[config.mk]
export PLATFORM = sky130hd
export DESIGN_NAME = psram_rd_capt
export DESIGN_NICKNAME = d
export VERILOG_FILES = /design/src/rtl/psram_rd_capt_pkg.sv /design/src/rtl/psram_rd_capt_dqs_det.sv /design/src/rtl/psram_rd_capt.sv
export SDC_FILE = /design/constraint.sdc
export NUM_CORES = 1
export LEC_CHECK = 0
export BUFFER_PORTS_ARGS = -buffer_cell sky130_fd_sc_hd__buf_2
export CORE_MARGIN = 2
export CORE_UTILIZATION = 35
export DETAILED_ROUTE_END_ITERATION = 6
export GPL_ROUTABILITY_DRIVEN = 0
export HOLD_SLACK_MARGIN = 0.06
export PLACE_DENSITY = 0.55
export SLEW_MARGIN = 10
export SYNTH_ARGS = -nofsm -noshare
export SYNTH_HDL_FRONTEND = slang
export SYNTH_SLANG_ARGS = --single-unit
[constraint.sdc]
create_clock -name clk_i -period 5 [get_ports clk_i]
set_clock_uncertainty 0.15 [all_clocks]
set_input_delay 0.25 -clock clk_i [delete_from_list [all_inputs] [get_ports clk_i]]
set_output_delay 0.25 -clock clk_i [all_outputs]
set_load 0.05 [all_outputs]
[src/rtl/psram_rd_capt_pkg.sv]
// -----------------------------------------------------------------------------
// psram_rd_capt_pkg
// Shared definitions for the PSRAM read-data capture stage:
//   - rcap_state_e         : capture FSM state encoding (2 bits)
//   - PSRAM_RCAP_MAX_BYTE  : largest burst the capture word can hold
//   - rcap_clamp_num()     : maps a requested byte count onto 1..8
//   - rcap_left_align()    : moves captured bytes up to the MSB end of the word
// -----------------------------------------------------------------------------
package psram_rd_capt_pkg;

    typedef enum logic [1:0] {
        PSRAM_RCAP_IDLE = 2'd0,
        PSRAM_RCAP_WAIT = 2'd1,
        PSRAM_RCAP_CAPT = 2'd2,
        PSRAM_RCAP_DONE = 2'd3
    } rcap_state_e;

    localparam logic [3:0] PSRAM_RCAP_MAX_BYTE = 4'd8;

    // A request of zero bytes still captures one; anything above the word
    // size is truncated to a full word.
    function automatic logic [3:0] rcap_clamp_num(input logic [3:0] num);
        logic [3:0] res;
        if (num == 4'd0) begin
            res = 4'd1;
        end else if (num > PSRAM_RCAP_MAX_BYTE) begin
            res = PSRAM_RCAP_MAX_BYTE;
        end else begin
            res = num;
        end
        return res;
    endfunction

    // Bytes are shifted in at the LSB end, so after `count` bytes they sit in
    // the low part of the word. Shift them up so the first byte lands in
    // [63:56]. count == 0 gives a shift of 64, i.e. an all-zero word.
    function automatic logic [63:0] rcap_left_align(input logic [63:0] data,
                                                    input logic [3:0]  count);
        logic [6:0] sh;
        sh = {(PSRAM_RCAP_MAX_BYTE - count), 3'b000};
        return data << sh;
    endfunction

endpackage : psram_rd_capt_pkg

[src/rtl/psram_rd_capt_dqs_det.sv]
// -----------------------------------------------------------------------------
// psram_dqs_det
// Two-flop synchronizer for DQS and DQ, plus a both-edge detector on DQS.
// DQ goes through exactly the same number of stages as DQS so that the byte
// presented with edge_o is the one that was on the bus when DQS toggled.
//   clk_i   : core clock
//   rst_i   : synchronous active-high reset, clears every pipeline flop
//   dqs_i   : DQS from the pad
//   io_i    : DQ from the pad
//   edge_o  : high for one cycle per DQS transition (rise or fall)
//   byte_o  : DQ byte aligned with edge_o
// -----------------------------------------------------------------------------
module psram_dqs_det (
    input  logic       clk_i,
    input  logic       rst_i,
    input  logic       dqs_i,
    input  logic [7:0] io_i,
    output logic       edge_o,
    output logic [7:0] byte_o
);

    logic       dqs_d1_q, dqs_d2_q, dqs_d3_q;
    logic       dqs_d1_d, dqs_d2_d, dqs_d3_d;
    logic [7:0] io_d1_q, io_d2_q;
    logic [7:0] io_d1_d, io_d2_d;

    always_comb begin
        dqs_d1_d = dqs_i;
        dqs_d2_d = dqs_d1_q;
        dqs_d3_d = dqs_d2_q;
        io_d1_d  = io_i;
        io_d2_d  = io_d1_q;
    end

    always_ff @(posedge clk_i) begin
        if (rst_i) begin
            dqs_d1_q <= 1'b0;
            dqs_d2_q <= 1'b0;
            dqs_d3_q <= 1'b0;
            io_d1_q  <= 8'h00;
            io_d2_q  <= 8'h00;
        end else begin
            dqs_d1_q <= dqs_d1_d;
            dqs_d2_q <= dqs_d2_d;
            dqs_d3_q <= dqs_d3_d;
            io_d1_q  <= io_d1_d;
            io_d2_q  <= io_d2_d;
        end
    end

    // d3 exists only to compare against d2; the byte is taken from d2 so it
    // belongs to the DQS level that just appeared.
    assign edge_o = dqs_d2_q ^ dqs_d3_q;
    assign byte_o = io_d2_q;

endmodule : psram_dqs_det

[src/rtl/psram_rd_capt.sv]
// -----------------------------------------------------------------------------
// psram_rd_capt
// Captures up to 8 DDR read bytes from the PSRAM pads (one per DQS edge),
// assembles them MSB-first into a 64-bit word and reports completion with a
// one-cycle done pulse. A programmable cycle timeout guards against a DQS that
// never arrives or stops early.
//   clk_i          : core clock (>= 4x PSRAM clock)
//   rst_i          : synchronous active-high reset
//   start_i        : begin a capture (accepted only when idle)
//   byte_num_i     : number of bytes to capture, clamped to 1..8
//   cfg_tout_i     : max cycles without a DQS edge, 0 disables the timeout
//   abort_i        : drop the capture and return to idle, no done pulse
//   psram_dqs_in_i : DQS pad input
//   psram_io_in_i  : DQ pad input
//   busy_o         : capture in progress (WAIT/CAPT)
//   done_o         : one-cycle completion / timeout pulse
//   err_o          : timeout flag, held until the next accepted start
//   rd_data_o      : left-aligned read word
//   cfg_data_o     : first captured byte (rd_data_o[63:56])
// -----------------------------------------------------------------------------
module psram_rd_capt
    import psram_rd_capt_pkg::*;
#(
    parameter int TOUT_WIDTH = 8
) (
    input  logic                  clk_i,
    input  logic                  rst_i,
    input  logic                  start_i,
    input  logic [3:0]            byte_num_i,
    input  logic [TOUT_WIDTH-1:0] cfg_tout_i,
    input  logic                  abort_i,
    input  logic                  psram_dqs_in_i,
    input  logic [7:0]            psram_io_in_i,
    output logic                  busy_o,
    output logic                  done_o,
    output logic                  err_o,
    output logic [63:0]           rd_data_o,
    output logic [7:0]            cfg_data_o
);

    localparam logic [TOUT_WIDTH-1:0] TOUT_ONE = {{(TOUT_WIDTH-1){1'b0}}, 1'b1};

    rcap_state_e           state_q, state_d;
    logic [3:0]            n_q, n_d;       // clamped byte count of this capture
    logic [3:0]            rem_q, rem_d;   // bytes still to capture
    logic [TOUT_WIDTH-1:0] tout_cfg_q, tout_cfg_d;
    logic [TOUT_WIDTH-1:0] tout_cnt_q, tout_cnt_d;
    logic [63:0]           rd_data_q, rd_data_d;
    logic                  err_q, err_d;

    logic                  det_edge;
    logic [7:0]            det_byte;
    logic [63:0]           shifted;
    logic [3:0]            rem_dec;
    logic [TOUT_WIDTH-1:0] tout_dec;
    logic                  tout_en;

    psram_dqs_det u_dqs_det (
        .clk_i  (clk_i),
        .rst_i  (rst_i),
        .dqs_i  (psram_dqs_in_i),
        .io_i   (psram_io_in_i),
        .edge_o (det_edge),
        .byte_o (det_byte)
    );

    // ---------------------------------------------------------------- state
    always_ff @(posedge clk_i) begin
        if (rst_i) begin
            state_q <= PSRAM_RCAP_IDLE;
        end else begin
            state_q <= state_d;
        end
    end

    // ------------------------------------------------- next state + datapath
    always_comb begin
        state_d    = state_q;
        n_d        = n_q;
        rem_d      = rem_q;
        tout_cfg_d = tout_cfg_q;
        tout_cnt_d = tout_cnt_q;
        rd_data_d  = rd_data_q;
        err_d      = err_q;

        shifted  = {rd_data_q[55:0], det_byte};
        rem_dec  = rem_q - 4'd1;
        tout_dec = tout_cnt_q - TOUT_ONE;
        tout_en  = (tout_cfg_q != '0);

        // Abort has priority over everything, including an edge arriving in
        // the same cycle: that byte is simply lost.
        if (abort_i) begin
            state_d = PSRAM_RCAP_IDLE;
        end else begin
            unique case (state_q)
                PSRAM_RCAP_IDLE: begin
                    if (start_i) begin
                        n_d        = rcap_clamp_num(byte_num_i);
                        rem_d      = rcap_clamp_num(byte_num_i);
                        tout_cfg_d = cfg_tout_i;
                        tout_cnt_d = cfg_tout_i;
                        rd_data_d  = 64'h0;
                        err_d      = 1'b0;
                        state_d    = PSRAM_RCAP_WAIT;
                    end
                end
                PSRAM_RCAP_WAIT,
                PSRAM_RCAP_CAPT: begin
                    if (det_edge) begin
                        // An edge always reloads the timeout, even in the
                        // cycle where the counter would have expired.
                        rem_d      = rem_dec;
                        tout_cnt_d = tout_cfg_q;
                        if (rem_dec == 4'd0) begin
                            rd_data_d = rcap_left_align(shifted, n_q);
                            state_d   = PSRAM_RCAP_DONE;
                        end else begin
                            rd_data_d = shifted;
                            state_d   = PSRAM_RCAP_CAPT;
                        end
                    end else if (tout_en) begin
                        tout_cnt_d = tout_dec;
                        if (tout_dec == '0) begin
                            err_d     = 1'b1;
                            rd_data_d = rcap_left_align(rd_data_q, n_q - rem_q);
                            state_d   = PSRAM_RCAP_DONE;
                        end
                    end
                end
                PSRAM_RCAP_DONE: begin
                    state_d = PSRAM_RCAP_IDLE;
                end
                default: begin
                    state_d = PSRAM_RCAP_IDLE;
                end
            endcase
        end
    end

    always_ff @(posedge clk_i) begin
        if (rst_i) begin
            n_q        <= 4'd0;
            rem_q      <= 4'd0;
            tout_cfg_q <= '0;
            tout_cnt_q <= '0;
            rd_data_q  <= 64'h0;
            err_q      <= 1'b0;
        end else begin
            n_q        <= n_d;
            rem_q      <= rem_d;
            tout_cfg_q <= tout_cfg_d;
            tout_cnt_q <= tout_cnt_d;
            rd_data_q  <= rd_data_d;
            err_q      <= err_d;
        end
    end

    // --------------------------------------------------------------- outputs
    always_comb begin
        busy_o     = (state_q == PSRAM_RCAP_WAIT) || (state_q == PSRAM_RCAP_CAPT);
        done_o     = (state_q == PSRAM_RCAP_DONE);
        err_o      = err_q;
        rd_data_o  = rd_data_q;
        cfg_data_o = rd_data_q[63:56];
    end

endmodule : psram_rd_capt

== After elaboration in Yosys (flattened, before gate mapping) ==
Cells that the tools add are included.
Widths: inputs -> output; s select.

* Input port bits: 25
* Register bits after elaboration: 110

* Multiplexer cells: 26
* $add $sub $neg: 5
* Eq/ne operators: 10
* Magnitude comparators: 1
* Bitwise logic cells: 2
* Shift-type cells: 2
* Reductions and logical operators: 15

{| class="wikitable"
|+ Operators with widths
! kind !! count
|-
| $mux 64 || 5
|-
| $pmux 64 s2 || 1
|-
| $shl 64x7->64 || 2
|-
| $mux 8 || 3
|-
| $mux 4 || 4
|-
| $pmux 8 s2 || 1
|-
| $ne 2x2->1 const B || 5
|-
| $logic_not 4->1 || 2
|-
| $logic_not 8->1 || 1
|-
| $mux 2 || 4
|-
| $pmux 4 s2 || 1
|-
| $reduce_and 4->1 || 2
|-
| $reduce_bool 8->1 || 1
|-
| $sub 4x4->4 const A || 2
|-
| $sub 8x1->8 const B || 1
|-
| $ne 3x3->1 const B || 2
|-
| $pmux 2 s3 || 1
|-
| $reduce_and 3->1 || 2
|-
| $reduce_and 6->1 || 1
|-
| $mux 1 || 5
|-
| $reduce_and 5->1 || 1
|-
| $eq 2x2->1 const B || 2
|-
| $gt 4x4->1 const B || 1
|-
| $reduce_or 2->1 || 2
|-
| other kinds (9) || 9
|}

== Depth between registers and ports, before layout ==
Gate-level depths: netlist (run 1).

* Depth in word-level cells: 7
* Mapped depth: 15

== Modules after synthesis ==
A second synthesis (run 1) with hierarchy kept.

* Cell total of the unflattened synthesis: 1,120
* Area total of the unflattened synthesis: 8,844.7 um^2

{| class="wikitable"
|+ Modules (own cells, without submodules)
! module !! instances !! cells each !! area an instance (um^2)
|-
| psram_rd_capt || 1 || 1,080 || 8,319.2
|-
| psram_dqs_det || 1 || 40 || 525.5
|}

== Least setup slack after synthesis (run 1) ==
Ideal clock, no wire load.

* Kind: register -> register
* From: reg n_q[0]
* To: reg rd_data_q[48] (netlist: rd_data_o[48])
* Cell stages (with the launch flop): 13
* Arrival time: 3,004 ps
* Buffers on the path: 5
* Library setup time: 117 ps
* Path slack: 1,730 ps
* Cells stage by stage: dfxtp_1 > buf_2 > buf_2 > inv_2 > clkbuf_1 > ha_1 > clkbuf_1 > buf_2 > mux2_2 > mux4_2 > a221oi_1 > nor2_1 > a22o_1

* Word-level cells in the longest chain between the ends: 7
* Elaborated cells on any way between the ends: 10
* Classes of those cells: add/sub: 3; shift: 2; mux: 5

{| class="wikitable"
|+ Ends and longest elaborated chain
! element !! line !! RTL
|-
| start, declared || psram_rd_capt.sv:44 || <nowiki>logic [3:0] n_q, n_d;</nowiki>
|-
| start signal, assigned || psram_rd_capt.sv:150 || <nowiki>n_q <= n_d;</nowiki>
|-
| $sub 4x4->4 || psram_rd_capt.sv:126 || <nowiki>rd_data_d = rcap_left_align(rd_data_q, n_q - rem_q);</nowiki>
|-
| $sub 4x4->4 || psram_rd_capt_pkg.sv:40 || <nowiki>sh = {(PSRAM_RCAP_MAX_BYTE - count), 3'b000};</nowiki>
|-
| $shl 64x7->64 || psram_rd_capt_pkg.sv:41 || <nowiki>return data << sh;</nowiki>
|-
| $mux 64 || psram_rd_capt.sv:124 || <nowiki>if (tout_dec == '0) begin</nowiki>
|-
| $mux 64 || psram_rd_capt.sv:122 || <nowiki>end else if (tout_en) begin</nowiki>
|-
| $mux 64 * || psram_rd_capt.sv:110 || <nowiki>if (det_edge) begin</nowiki>
|-
| $pmux 64 s2 * || psram_rd_capt.sv:96 || <nowiki>unique case (state_q)</nowiki>
|-
| end signal, assigned || psram_rd_capt.sv:154 || <nowiki>rd_data_q <= rd_data_d;</nowiki>
|-
| end, declared || psram_rd_capt.sv:48 || <nowiki>logic [63:0] rd_data_q, rd_data_d;</nowiki>
|}

Mark *: on every way between the ends. The rest lies on a longest branch, timed or not. The select of a mux whose other input is x is not followed.
A chain may end at the register's enable or synchronous reset.

== Worst setup path in the final report (run 1) ==
* From: reg n_q[0]
* To: reg rd_data_q[59] (netlist: rd_data_o[59])

Same word-level chain as after synthesis.

==> results of run 1 <==
-- how the worst max path moves through the flow --
stage                                to  slack, ns    from
final                     rd_data_o[59]       1.11  n_q[0]
after CTS                 rd_data_o[62]       1.18  n_q[0]
after detailed placement  rd_data_o[62]       1.20  n_q[0]
after global routing      rd_data_o[62]       0.96  n_q[0]
after floorplan           rd_data_o[48]       1.73  n_q[0]
after global placement    rd_data_o[62]       1.20  n_q[0]
-- metrics by stage --
step / instance area [um^2] / hold WS (ns) / std cells / util (%)
6_report: 9985 / 0.05932 / 1448 / 39.76
2_1_floorplan: 8932 / 0.1785 / 1091 / -
3_3_place_gp: 9488 / 0.2670 / 1413 / 37.79
3_5_place_dp: 9488 / 0.2734 / 1413 / 37.79
4_1_cts: 9985 / 0.06233 / 1448 / 39.76
5_1_grt: 9985 / 0.07960 / 1448 / 39.76
-- logic make-up after synthesis --
group	Yosys count	share of synthesized area (%)
multiplexers	143	18.94
AND/OR/NAND/NOR	286	16.33
AO/OA/AOI/OAI	377	29.16
XOR/XNOR	12	1.429
adder cells (fa/ha/maj)	12	1.765
flip-flops	110	24.65
buffers and inverters	151	7.718
-- power groups by stage --
stage               Combinational, mW  Clock, mW  Sequential [mW]
finish                           1.40      0.787             1.07
detailed placement               1.36          0             1.09
global placement                 1.36          0             1.09
global route                     1.50      0.828             1.08
CTS                              1.38      0.799             1.07
floorplan                       0.947          0             1.14
-- worst register-to-register path, cell delays in order, from the launching register on --
cell,delay (ns)
dfxtp_2,0.34
buf_4,0.26
ha_2,0.24
inv_1,0.05
ha_2,0.15
inv_1,0.05
fa_1,0.43
xnor2_1,0.17
xnor2_2,0.51
nor4_4,0.05
buf_4,0.22
nor4_4,0.92
a32o_1,0.29
-- metal layers --
layer	vias up	track usage, %	wire length, um
li1	4161	-	-
met1	4452	33.88	14540
met4	0	9.928	1142
met3	72	3.359	2277
met2	433	39.59	15580
met5	-	0	0
-- flip-flops by register name, summed over array words and instances (netlist names) --
register            count
tout_cfg_q              8
err_o                   1
u_dqs_det.dqs_d1_q      1
rd_data_o              64
state_q                 2
tout_cnt_q              8
u_dqs_det.dqs_d3_q      1
rem_q                   4
n_q                     4
u_dqs_det.byte_o        8
u_dqs_det.io_d1_q       8
u_dqs_det.dqs_d2_q      1
-- cell type report --
| cell class | instances | area [um^2] | share of cell area [%] |
|---|---|---|---|
| Multi-Input combinational cell | 830 | 6111 | 61.20 |
| Sequential cell | 110 | 2203 | 22.07 |
| Timing Repair Buffer | 144 | 883.3 | 8.847 |
| Tap cell | 330 | 412.9 | 4.135 |
| Clock buffer | 11 | 242.7 | 2.431 |
| Inverter | 18 | 67.56 | 0.6767 |
| Clock inverter | 5 | 63.81 | 0.6391 |
-- placed cells by master (no fill, tap or decap), types with 4 or more instances in the layout --
cell type,count
a211oi_1,41
a21o_1,8
a21oi_1,99
a221o_1,9
a221oi_1,27
a222oi_1,8
a22o_1,15
a22oi_1,11
a311oi_1,11
a31oi_1,5
a32o_1,12
and3_1,4
buf_2,98
buf_4,27
clkbuf_16,9
dfxtp_1,109
dlygate4sd3_1,19
ha_1,8
inv_1,15
mux2_2,45
mux2i_1,81
mux4_2,16
nand2_1,74
nand2b_1,10
nand3_1,25
nor2_1,78
nor2b_1,33
nor3_1,8
nor3_2,5
nor4_1,4
o211ai_1,18
o21ai_0,68
o22a_1,6
o31ai_1,14
o32ai_1,6
or3_1,10
or4_1,11
xnor2_1,6
-- what timing repair did --
item	4_1_cts	5_1_grt
hold buffers	19	0
setup endpoints to repair	0	0
hold endpoints to repair	22	0
==> flow_summary_export.csv, run 1 <==
group,metric,value,unit
run_status,outcome,"finished clean",
setup_path,max_stage_delay,0.91,ns
synth,synth_area,8932,um^2
synth,syn_avg_cell_area,8.187,um^2
clock_tree,post_cts_buffers,0,
global_routing,grt.total_usage,24.83,%
timing,drv_slew,0,
setup_path,cpMaxStageDelayCell,"nor4_4",
timing,setup_ws,1.107,ns
synth,synthFlopType,"dfxtp_1",
routing,drt_iter0_drc,1077,
setup_path,cp.required,5.15,ns
synth,yosysMostFrequentCell,"dfxtp_1",
layout,drive_gt1_share,20.93,%
placement,io_buffers,99,
layout,synthToLayoutAreaGrowth,11.78,%
routing,vias,9118,
floorplan,boundaryPins,100,
pwr,power.internal,1.805,mW
synth,synthArstFlopShare,0,%
synth,synthesis.nets,1128,
global_routing,grt_pass1_wl,51580,um
clock_tree,root_buffer,"clkbuf_16",
clock_tree,clkTransAtPathRegs,0.08,ns
setup_path,worstReg2RegStart,"n_q[0]",
flow_run,drv_cap,0,
routing,routedWlPerCell,23.17,um
pwr,p_leak,3.718,nW
clock_tree,ctsResizeCount,0,
global_routing,grt_pass1_vias,8561,
timing,fin_setup_tns,0,ns
floorplan,rows,58,
setup_path,rrSetupSlack,1.11,ns
placement,place_ws,1.203,ns
timing,final-hold-violation-count,0,
pwr,power.net_switching,1.456,mW
pwr,power_density,326.6,nW/um^2
pwr,combPwrFrac,43.0,%
timing,setup_viol,0,
floorplan,die-width,163.8,um
floorplan,core-area,25110,um^2
global_routing,gr-total-overflow,0,
timing,relSlewSlack,14.54,%
synth,synthTopCellsByCount,"110 x dfxtp_1, 99 x a21oi_1, 81 x mux2i_1, 78 x nor2_1, 74 x nand2_1",
synth,synth_cells,1091,
clock_tree,cts_made_buffers,9,
synth,synth_warnings,0,
clock_tree,cts_sinks,110,
synth,yosysTopAreaCell,"dfxtp_1",
pwr,power.switching_fraction,44.66,%
layout,nets,1150,
timing,rsz0062_at_grt,"false",
clock_tree,h-tree-depth,3,
setup_path,critPathKind,"flip-flop to flip-flop",
layout,insertedDiodeCount,0,
pwr,pwr-share-clk,24.1,%
setup_path,arrival,4.05,ns
setup_path,reg2regPathDepth,12,
worst_hold_path,hold_path_end,"n_q[1]",
floorplan,die_area,26810,um^2
pwr,irDropWorstVdd,0.1619,mV
routing,dr.pass1.iters,5,
timing,max_freq,256.9,MHz
routing,antenna_left,0,
timing,tightest_slew,1.276,ns
setup_path,crit_chain,"buf_4 -> ha_2 -> inv_1 -> ha_2 -> inv_1 -> fa_1 -> xnor2_1 -> xnor2_2 -> nor4_4 -> buf_4 -> nor4_4 -> a32o_1",
clock_tree,cts_tree,"built",
layout,fillers,2645,
worst_hold_path,hold_path.startpoint,"byte_num_i[1]",
setup_path,crit_buf_inv,4,
pwr,power,3.261,mW
timing,finalCritPeriodShare,77.85,%
routing,drc_errors,0,
synth,ys_seq_area_share,24.65,%
floorplan,die_y,163.8,um
worst_hold_path,holdPathStages,3,
synth,synth_edf_count,0,
placement,post-dp-hpwl,21910,um
timing,fin_crit,3.893,ns
pwr,seqPwrFrac,32.9,%
setup_path,cp_top_family,"simple AND/OR/NAND/NOR gates",
setup_path,r2r_end,"rd_data_o[59]",
global_routing,grt_max_degree,51,
setup_path,cp-end-kind,"flip-flop",
synth,synthTopCellsByArea,"dfxtp_1 25%, mux2i_1 9.1%, mux2_2 5.7%",
setup_path,path_depth,12,
clock_tree,clock_latency,0.36,ns
floorplan,start_util,35.57,%
routing,viasPerCell,6.297,
setup_path,path_max_fanout,32,
worst_hold_path,min_path_type,"input pin to flip-flop",
synth,post_synth_num_cell_types,75,
synth,synth_top_area_share,24.65,%
global_routing,antenna_found_initial,0,
clock_tree,cts_buffer_depth,2,
setup_path,critPathLaunchType,"flip-flop",
synth,ys_seq_elements,110,
routing,finalWirelength,33550,um
Power figures use the tool's default switching activity.
==> run 2: changes to the inputs <==
- clock period: 5 -> 4 ns (I/O delays scaled with it)
==> run 2 against run 1 <==
  * Power grew 24%
  * Final cell count grew 1.3%
  * Die area is the same
  * Maximum frequency grew 13%
  * Critical endpoint is now rd_data_o[10]
==> flow_summary_export.csv, run 2 (synthesis gave the netlist of run 1 again) <==
group,metric,value,unit
run_status,outcome,"finished clean",
routing,viasPerCell,6.212,
pwr,power,4.047,mW
setup_path,rrSetupSlack,0.54,ns
placement,post-dp-hpwl,22420,um
clock_tree,post_cts_buffers,0,
worst_hold_path,hold_path.startpoint,"byte_num_i[0]",
pwr,irDropWorstVdd,0.2163,mV
floorplan,die-width,163.8,um
timing,setup_viol,0,
floorplan,boundaryPins,100,
timing,tightest_slew,1.170,ns
floorplan,die_y,163.8,um
clock_tree,clock_latency,0.38,ns
setup_path,r2r_end,"rd_data_o[10]",
pwr,power.net_switching,1.833,mW
worst_hold_path,min_path_type,"input pin to flip-flop",
global_routing,grt_pass1_vias,8682,
routing,drc_errors,0,
setup_path,cp_top_family,"simple AND/OR/NAND/NOR gates",
worst_hold_path,holdPathStages,5,
timing,max_freq,289.1,MHz
flow_run,drv_cap,0,
global_routing,grt.total_usage,24.88,%
setup_path,path_max_fanout,20,
worst_hold_path,hold_path_end,"n_q[0]",
global_routing,grt_max_degree,61,
global_routing,antenna_found_initial,0,
setup_path,crit_buf_inv,2,
setup_path,max_stage_delay,0.76,ns
clock_tree,cts_buffer_depth,2,
timing,rsz0062_at_grt,"false",
pwr,seqPwrFrac,33.2,%
clock_tree,clkTransAtPathRegs,0.08,ns
pwr,pwr-share-clk,22.7,%
timing,relSlewSlack,21.68,%
setup_path,arrival,3.58,ns
layout,insertedDiodeCount,0,
global_routing,grt_pass1_wl,51860,um
placement,io_buffers,99,
pwr,p_leak,3.814,nW
timing,fin_crit,3.459,ns
layout,synthToLayoutAreaGrowth,13.35,%
setup_path,cpMaxStageDelayCell,"nor2_1",
routing,routedWlPerCell,22.75,um
pwr,power.internal,2.214,mW
timing,fin_setup_tns,0,ns
layout,nets,1169,
timing,finalCritPeriodShare,86.47,%
pwr,power_density,399.7,nW/um^2
clock_tree,cts_made_buffers,9,
setup_path,cp.required,4.12,ns
setup_path,crit_chain,"buf_4 -> inv_2 -> ha_2 -> xor2_4 -> nand4b_1 -> nor2_1 -> a222oi_1 -> a211oi_1",
setup_path,cp-end-kind,"flip-flop",
layout,layout_commonest_cell,"dfxtp_1",
floorplan,start_util,35.57,%
routing,dr.pass1.iters,6,
setup_path,worstReg2RegStart,"n_q[0]",
floorplan,core-area,25110,um^2
floorplan,die_area,26810,um^2
pwr,combPwrFrac,44.2,%
routing,vias,9113,
floorplan,rows,58,
clock_tree,cts_tree,"built",
clock_tree,h-tree-depth,3,
routing,finalWirelength,33370,um
layout,design_area,10120,um^2
timing,final-hold-violation-count,0,
layout,largest_register_ffs,64,
timing,drv_slew,0,
routing,drt_iter0_drc,1056,
layout,drive_gt1_share,22.25,%
setup_path,critPathKind,"flip-flop to flip-flop",
routing,antenna_left,0,
clock_tree,cts_sinks,110,
setup_path,reg2regPathDepth,8,
pwr,power.switching_fraction,45.29,%
clock_tree,root_buffer,"clkbuf_16",
layout,final_cell_mix,"109 x dfxtp_1, 99 x a21oi_1, 98 x buf_2",
placement,placed_area,9643,um^2
setup_path,critPathLaunchType,"flip-flop",
global_routing,gr-total-overflow,0,
==> run 2: what timing repair did <==
item | 4_1_cts | 5_1_grt
setup endpoints to repair | 0 | 0
gates resized for setup | 0 | 0
hold buffers | 20 | 0
hold endpoints to repair | 24 | 0
==> run 2: area by class of cell <==
cell class / count / area (um^2)
clock inverters: 7 / 56.30
well taps: 330 / 412.9
multi-input cells: 830 / 6106
fillers: 2618 / 14980
clock buffers: 9 / 225.2
repair buffers: 163 / 1054
inverters: 18 / 67.56
flip-flops and latches: 110 / 2203
==> run 2: power groups by stage <==
| stage | combinational [mW] | sequential, mW | clock, mW |
|---|---|---|---|
| floorplan | 1.18 | 1.42 | 0 |
| global placement | 1.74 | 1.36 | 0 |
| detailed placement | 1.75 | 1.36 | 0 |
| CTS | 1.77 | 1.34 | 0.938 |
| global route | 1.91 | 1.36 | 0.981 |
| finish | 1.79 | 1.34 | 0.918 |
==> run 2: how the worst max path moves through the flow <==
stage            from            end  cells after the start
3_5_place_dp   n_q[1]   rd_data_o[3]                     11
5_1_grt        n_q[0]  rd_data_o[11]                      8
6_report       n_q[0]  rd_data_o[10]                      8
3_3_place_gp   n_q[1]   rd_data_o[3]                     11
2_1_floorplan  n_q[0]  rd_data_o[48]                     12
4_1_cts        n_q[1]   rd_data_o[3]                     11
==> run 2: through the flow <==
stage	hold WS, ns	std cells	utilization (%)	setup WS [ns]
2_1_floorplan	0.1285	1091	-	0.7296
3_3_place_gp	0.2617	1431	38.40	0.7467
3_5_place_dp	0.2629	1431	38.40	0.6563
4_1_cts	0.1144	1467	40.32	0.6343
5_1_grt	0.1642	1467	40.32	0.3675
6_report	0.1161	1467	40.32	0.5411
==> run 2: routing by layer <==
| layer | GRT usage, % | routed length (um) | vias up |
|---|---|---|---|
| met4 | 10.49 | 1182 | 0 |
| met2 | 39.74 | 15430 | 429 |
| li1 | - | - | 4204 |
| met1 | 33.63 | 14490 | 4404 |
| met5 | 0 | 0 | - |
| met3 | 3.409 | 2274 | 76 |
==> run 2: worst min-delay path, cell delays in order <==
cell	delay, ns
buf_2	0.07
o21bai_1	0.10
nor2_1	0.10
a21oi_1	0.04
nor2_1	0.07
